File: src/rtl/data_read_pkg.sv
// Shared definitions for the LVDS capture sequencer and the capture buffer it feeds.
package data_read_pkg;

    localparam int DATA_READ_ADDR_W = 9;
    localparam int DATA_READ_DEPTH  = 512;

    typedef enum logic [1:0] {
        ST_IDLE    = 2'd0,
        ST_ARM     = 2'd1,
        ST_CAPTURE = 2'd2,
        ST_DONE    = 2'd3
    } state_t;

    function automatic logic state_is_busy(input state_t st);
        return (st == ST_ARM) || (st == ST_CAPTURE);
    endfunction

endpackage

File: src/rtl/data_read_edge_det.sv
// Rising-edge detector for the capture trigger; the edge output is suppressed while clr is high.
module data_read_edge_det (
    input  logic LVDS_CLK,
    input  logic LVDS_RST,
    input  logic clr,
    input  logic trig,
    output logic trig_rise
);

    logic trig_d;

    // trig_d keeps tracking trig while cleared, so a level already high at arm time never fires
    always_ff @(posedge LVDS_CLK) begin
        if (LVDS_RST) begin
            trig_d <= 1'b0;
        end else begin
            trig_d <= trig;
        end
    end

    assign trig_rise = trig & ~trig_d & ~clr;

endmodule

File: src/rtl/data_read_capture_ctrl.sv
// Capture sequencer: arms on start, optionally waits for a trigger edge, then writes
// len_q words into the capture buffer and reports done / aborted / start_err.
//
// state   | meaning
// IDLE    | waiting for start
// ARM     | waiting for trig rising edge
// CAPTURE | one buffer write per cycle, wr_addr 0..len_q-1
// DONE    | capture complete, done held until done_ack
module data_read_capture_ctrl
    import data_read_pkg::*;
#(
    parameter int ADDR_W = DATA_READ_ADDR_W,
    parameter int DEPTH  = DATA_READ_DEPTH
) (
    input  logic              LVDS_CLK,
    input  logic              LVDS_RST,
    input  logic              start,
    input  logic              abort,
    input  logic              trig_en,
    input  logic              trig,
    input  logic [ADDR_W:0]   cfg_len,
    input  logic              done_ack,
    output logic [ADDR_W-1:0] wr_addr,
    output logic              wr_en,
    output logic              busy,
    output logic              done,
    output logic              aborted,
    output logic              start_err,
    output logic [ADDR_W:0]   words
);

    localparam logic [ADDR_W:0] DEPTH_L = (ADDR_W+1)'(DEPTH);

    state_t          state;
    logic [ADDR_W:0] len_q;
    logic [ADDR_W:0] len_eff;
    logic            last_wr;
    logic            trig_rise;

    data_read_edge_det u_edge_det (
        .LVDS_CLK  (LVDS_CLK),
        .LVDS_RST  (LVDS_RST),
        .clr       (state != ST_ARM),
        .trig      (trig),
        .trig_rise (trig_rise)
    );

    assign len_eff = ((cfg_len == '0) || (cfg_len > DEPTH_L)) ? DEPTH_L : cfg_len;
    assign last_wr = ({1'b0, wr_addr} == (len_q - 1'b1));

    always_ff @(posedge LVDS_CLK) begin
        if (LVDS_RST) begin
            state     <= ST_IDLE;
            len_q     <= '0;
            wr_addr   <= '0;
            wr_en     <= 1'b0;
            busy      <= 1'b0;
            done      <= 1'b0;
            aborted   <= 1'b0;
            start_err <= 1'b0;
            words     <= '0;
        end else begin
            case (state)
                ST_IDLE: begin
                    if (start) begin
                        len_q     <= len_eff;
                        aborted   <= 1'b0;
                        start_err <= 1'b0;
                        words     <= '0;
                        wr_addr   <= '0;
                        busy      <= 1'b1;
                        if (trig_en) begin
                            state <= ST_ARM;
                        end else begin
                            state <= ST_CAPTURE;
                            wr_en <= 1'b1;
                        end
                    end
                end
                ST_ARM: begin
                    if (start) start_err <= 1'b1;
                    if (abort) begin
                        state   <= ST_IDLE;
                        busy    <= 1'b0;
                        aborted <= 1'b1;
                    end else if (trig_rise) begin
                        state   <= ST_CAPTURE;
                        wr_en   <= 1'b1;
                        wr_addr <= '0;
                    end
                end
                ST_CAPTURE: begin
                    if (start) start_err <= 1'b1;
                    // the write issued this cycle counts even when it is the abort cycle
                    words <= words + 1'b1;
                    if (abort) begin
                        state   <= ST_IDLE;
                        busy    <= 1'b0;
                        wr_en   <= 1'b0;
                        wr_addr <= '0;
                        aborted <= 1'b1;
                    end else if (last_wr) begin
                        state   <= ST_DONE;
                        busy    <= 1'b0;
                        wr_en   <= 1'b0;
                        wr_addr <= '0;
                        done    <= 1'b1;
                    end else begin
                        wr_addr <= wr_addr + 1'b1;
                    end
                end
                ST_DONE: begin
                    if (start) start_err <= 1'b1;
                    if (done_ack) begin
                        state <= ST_IDLE;
                        done  <= 1'b0;
                    end
                end
                default: state <= ST_IDLE;
            endcase
        end
    end

endmodule

File: config.mk
export PLATFORM = sky130hd
export DESIGN_NAME = data_read_capture_ctrl
export DESIGN_NICKNAME = d
export VERILOG_FILES = /design/src/rtl/data_read_pkg.sv /design/src/rtl/data_read_edge_det.sv /design/src/rtl/data_read_capture_ctrl.sv
export SDC_FILE = /design/constraint.sdc
export NUM_CORES = 1
export LEC_CHECK = 0
export CORE_UTILIZATION = 45
export DETAILED_ROUTE_END_ITERATION = 7
export PLACE_DENSITY = 0.71
export REMOVE_ABC_BUFFERS = 1
export SYNTH_ARGS = -nofsm -noshare
export SYNTH_HDL_FRONTEND = slang
export SYNTH_SLANG_ARGS = --single-unit
export TNS_END_PERCENT = 5
File: constraint.sdc
create_clock -name LVDS_CLK -period 6 [get_ports LVDS_CLK]
set_input_delay 1.2 -clock LVDS_CLK [delete_from_list [all_inputs] [get_ports LVDS_CLK]]
set_output_delay 1.2 -clock LVDS_CLK [all_outputs]
set_load 0.005 [all_outputs]
==> results.sh <==
export IMPL_grt_setup_unrepaired="false"
export IMPL_post_cts_setup_buffer_count=0
export IMPL_yosys_area_top_type="dfxtp_1"
export IMPL_cp_end_kind="flop"
export IMPL_synth_adder_area_share_pct=4.08
export IMPL_setup_violations=0
export IMPL_clkLatencyLatePin_ns=0.29
export IMPL_wirelength_um=4920
export IMPL_drtIter0Drc=161
export IMPL_drtAntennaViolNets=0
export IMPL_core_sq_um=4470
export IMPL_hold_ws_ns=0.472
export IMPL_cts_resized=0
export IMPL_synth_async_reset_ratio_pct=0
export IMPL_worst_slack_ns=3.11
export IMPL_yosys_area_share_simple_pct=28.7
export IMPL_whs_path_depth=1
export IMPL_gp_congestion=0.930
export IMPL_crit_required_ns=6.21
export IMPL_die_area_sq_um=5050
export IMPL_skew_ns=0.00742
export IMPL_row_count=24
export IMPL_drc_errors=2
export IMPL_h_tree_depth=2
export IMPL_cts_max_path_buffers=2
export IMPL_outcome="finished, violations left"
export IMPL_syn_inst=268
export IMPL_clockRootBuffer="clkbuf_8"
export IMPL_netlist_top_cells_count="dfxtp_1, nor2_1, a21oi_1, nor3_1"
export IMPL_syn_avg_cell_area_sq_um=8.02
export IMPL_hold_class="flop to flop"
export IMPL_fmax_ghz=0.346
export IMPL_grt_remaining_overflow=0
export IMPL_p_per_area_nw_per_um2=252
export IMPL_cp_slowest_cell="clkdlybuf4s50_1"
export IMPL_cts_clk_slew_worst_paths_ns=0.07
export IMPL_syn_cell_area_sq_um=2150
export IMPL_yosysWarnings=0
export IMPL_wl_per_cell_um=13.7
export IMPL_grt_pass1_vias=1877
export IMPL_tightest_slew_ns=0.682
export IMPL_antenna_found_initial=0
export IMPL_vias_per_cell=5.83
export IMPL_setup_worst_path_start="start"
export IMPL_maxSlewHeadroom_pct=54.4
export IMPL_synth_ff_type="dfxtp_1"
export IMPL_critPathMaxFanout=11
export IMPL_hold_path_startpoint="start_err"
export IMPL_r2r_end="busy"
export IMPL_tns_ns=0
export IMPL_reg2reg_from="len_q[3]"
export IMPL_cap_violations=0
export IMPL_synth_top_family_by_area="simple AND/OR/NAND/NOR gates"
export IMPL_fin_crit_sh_pct=48.2
export IMPL_worst_path_largest_cell_delay_ns=0.56
export IMPL_area_growth_pct=25.3
export IMPL_post_route_min_period_ns=2.89
export IMPL_cellLeakagePower_nw=1.02
export IMPL_nets=330
export IMPL_fin_area_sq_um=2690
export IMPL_vias=2092
export IMPL_placed_cell_area_sq_um=2580
export IMPL_cts_hold_buffers=0
export IMPL_cts_sinks=37
export IMPL_synth_most_common_cell="dfxtp_1"
export IMPL_rr_worst_depth=6
export IMPL_hold_viol=0
export IMPL_dp_slack_ns=2.80
export IMPL_dieHeight_um=71.1
export IMPL_worstPathArrival_ns=3.11
export IMPL_synth_xor_area_share_pct=5.30
export IMPL_ios=41
export IMPL_synthTopCellsByArea="dfxtp_1, and3_1, a21oi_1"
export IMPL_finalMaxSlewViolations=0
export IMPL_max_vdd_ir_drop_v=0.000171
export IMPL_synth_edff_count=0
export IMPL_gr_usage_all_layers_pct=21.1
export IMPL_violations="design-rule violations"
export IMPL_critPathLaunchType="input port"
export IMPL_tritoncts="done"
export IMPL_ys_seq_area_share_pct=34.5
export IMPL_n_fill_cell=412
export IMPL_initial_core_util_pct=48.0
export IMPL_antennaDiodeCount=0
export IMPL_grt_max_degree=30
export IMPL_power_mw=0.678
export IMPL_ys_ff_latch=37
export IMPL_synth_mux_area_share_pct=2.50
export IMPL_drt_pass1_iter_count=8
export IMPL_grt_pass1_wl_um=8530
export IMPL_crit_chain="clkdlybuf4s50_1 -> nand2_1 -> o21ai_0 -> nand4_1 -> or3_1 -> a21oi_1"
export IMPL_dieWidth_um=71.1
export IMPL_critical_path_class="input port to flop"
export IMPL_r2r_slack_ns=3.50
export IMPL_cts_buffers=5
export IMPL_drive_above_1_share_pct=3.91
export IMPL_synth_compound_area_share_pct=21.5
export IMPL_synth_top_cell_area_share_pct=34.5
export IMPL_port_buffers=40
export IMPL_hpwl_um=3670
export IMPL_ys_types=47
export IMPL_hold_end="start_err"
-- power breakdown --
part	switching (mW)	internal, mW
clock network	0.0844	0.135
registers	0.0155	0.261
logic	0.103	0.0792
total	0.202	0.476
-- state kept, by name (all words and copies together) (netlist names) --
name / count
done: 1
wr_en: 1
wr_addr: 9
words: 10
len_q: 10
busy: 1
state: 2
u_edge_det.trig_d: 1
aborted: 1
start_err: 1
-- metrics by stage --
stage	util, %	std cells
2_1_floorplan	-	258
3_3_place_gp	57.6	351
3_5_place_dp	57.6	351
4_1_cts	60.2	359
5_1_grt	60.2	359
6_report	60.2	359
-- logic make-up (layout without fill, tap and decap cells) --
group	after synthesis	in the layout
AOI/OAI and AO/OA	72	72
adders and majority gates	7	7
xor gates and xnor gates	13	13
buffers and inverters	18	57
and+or+nand+nor	116	116
muxes	5	5
DFF	37	37
-- area by class of cell --
class	count	area (sq um)	share of cell area (%)
clock buffer	7	86.3	3.21
timing repair buffer	41	408	15.1
multi-input combinational	213	1330	49.5
inverter	8	30.0	1.12
clock inverter	1	30.0	1.12
tap	52	65.1	2.42
sequential	37	741	27.5
-- metal layers --
| layer | GRT usage [%] | up-vias | part of all wire (%) |
|---|---|---|---|
| met3 | 6.13 | 2 | 4.7 |
| met4 | 5.78 | 0 | 0.51 |
| li1 | - | 1066 | - |
| met1 | 27.2 | 957 | 50 |
| met5 | 0 | - | 0 |
| met2 | 34.6 | 67 | 45 |
-- worst max path at each step --
stage | end | slack [ns]
after floorplan | len_q[0] | 3.67
after global placement | words[7] | 2.94
after detailed placement | words[7] | 2.80
after CTS | words[7] | 3.11
after global routing | words[5] | 2.96
final | words[7] | 3.11
-- critical path: cells and delay by family --
kind	cells	cell delay, ns
AND/OR/NAND/NOR	3	0.99
buffers and inverters	1	0.56
AO/OA/AOI/OAI	2	0.36
-- placed cells by master (no fill, tap or decap), types with 6 or more instances in the layout --
cell type and count:
o21ai_0 18, a22o_1 6, nor2_1 24, clkbuf_8 6
o22ai_1 7, nor3_1 20, ha_1 7, and3_1 18
clkdlybuf4s50_1 40, a21oi_1 22, dfxtp_1 37, nand2_1 16
xnor2_1 6, inv_1 8, xor2_1 7, nor2b_1 6
or3_1 6
Power figures use the tool's default switching activity.
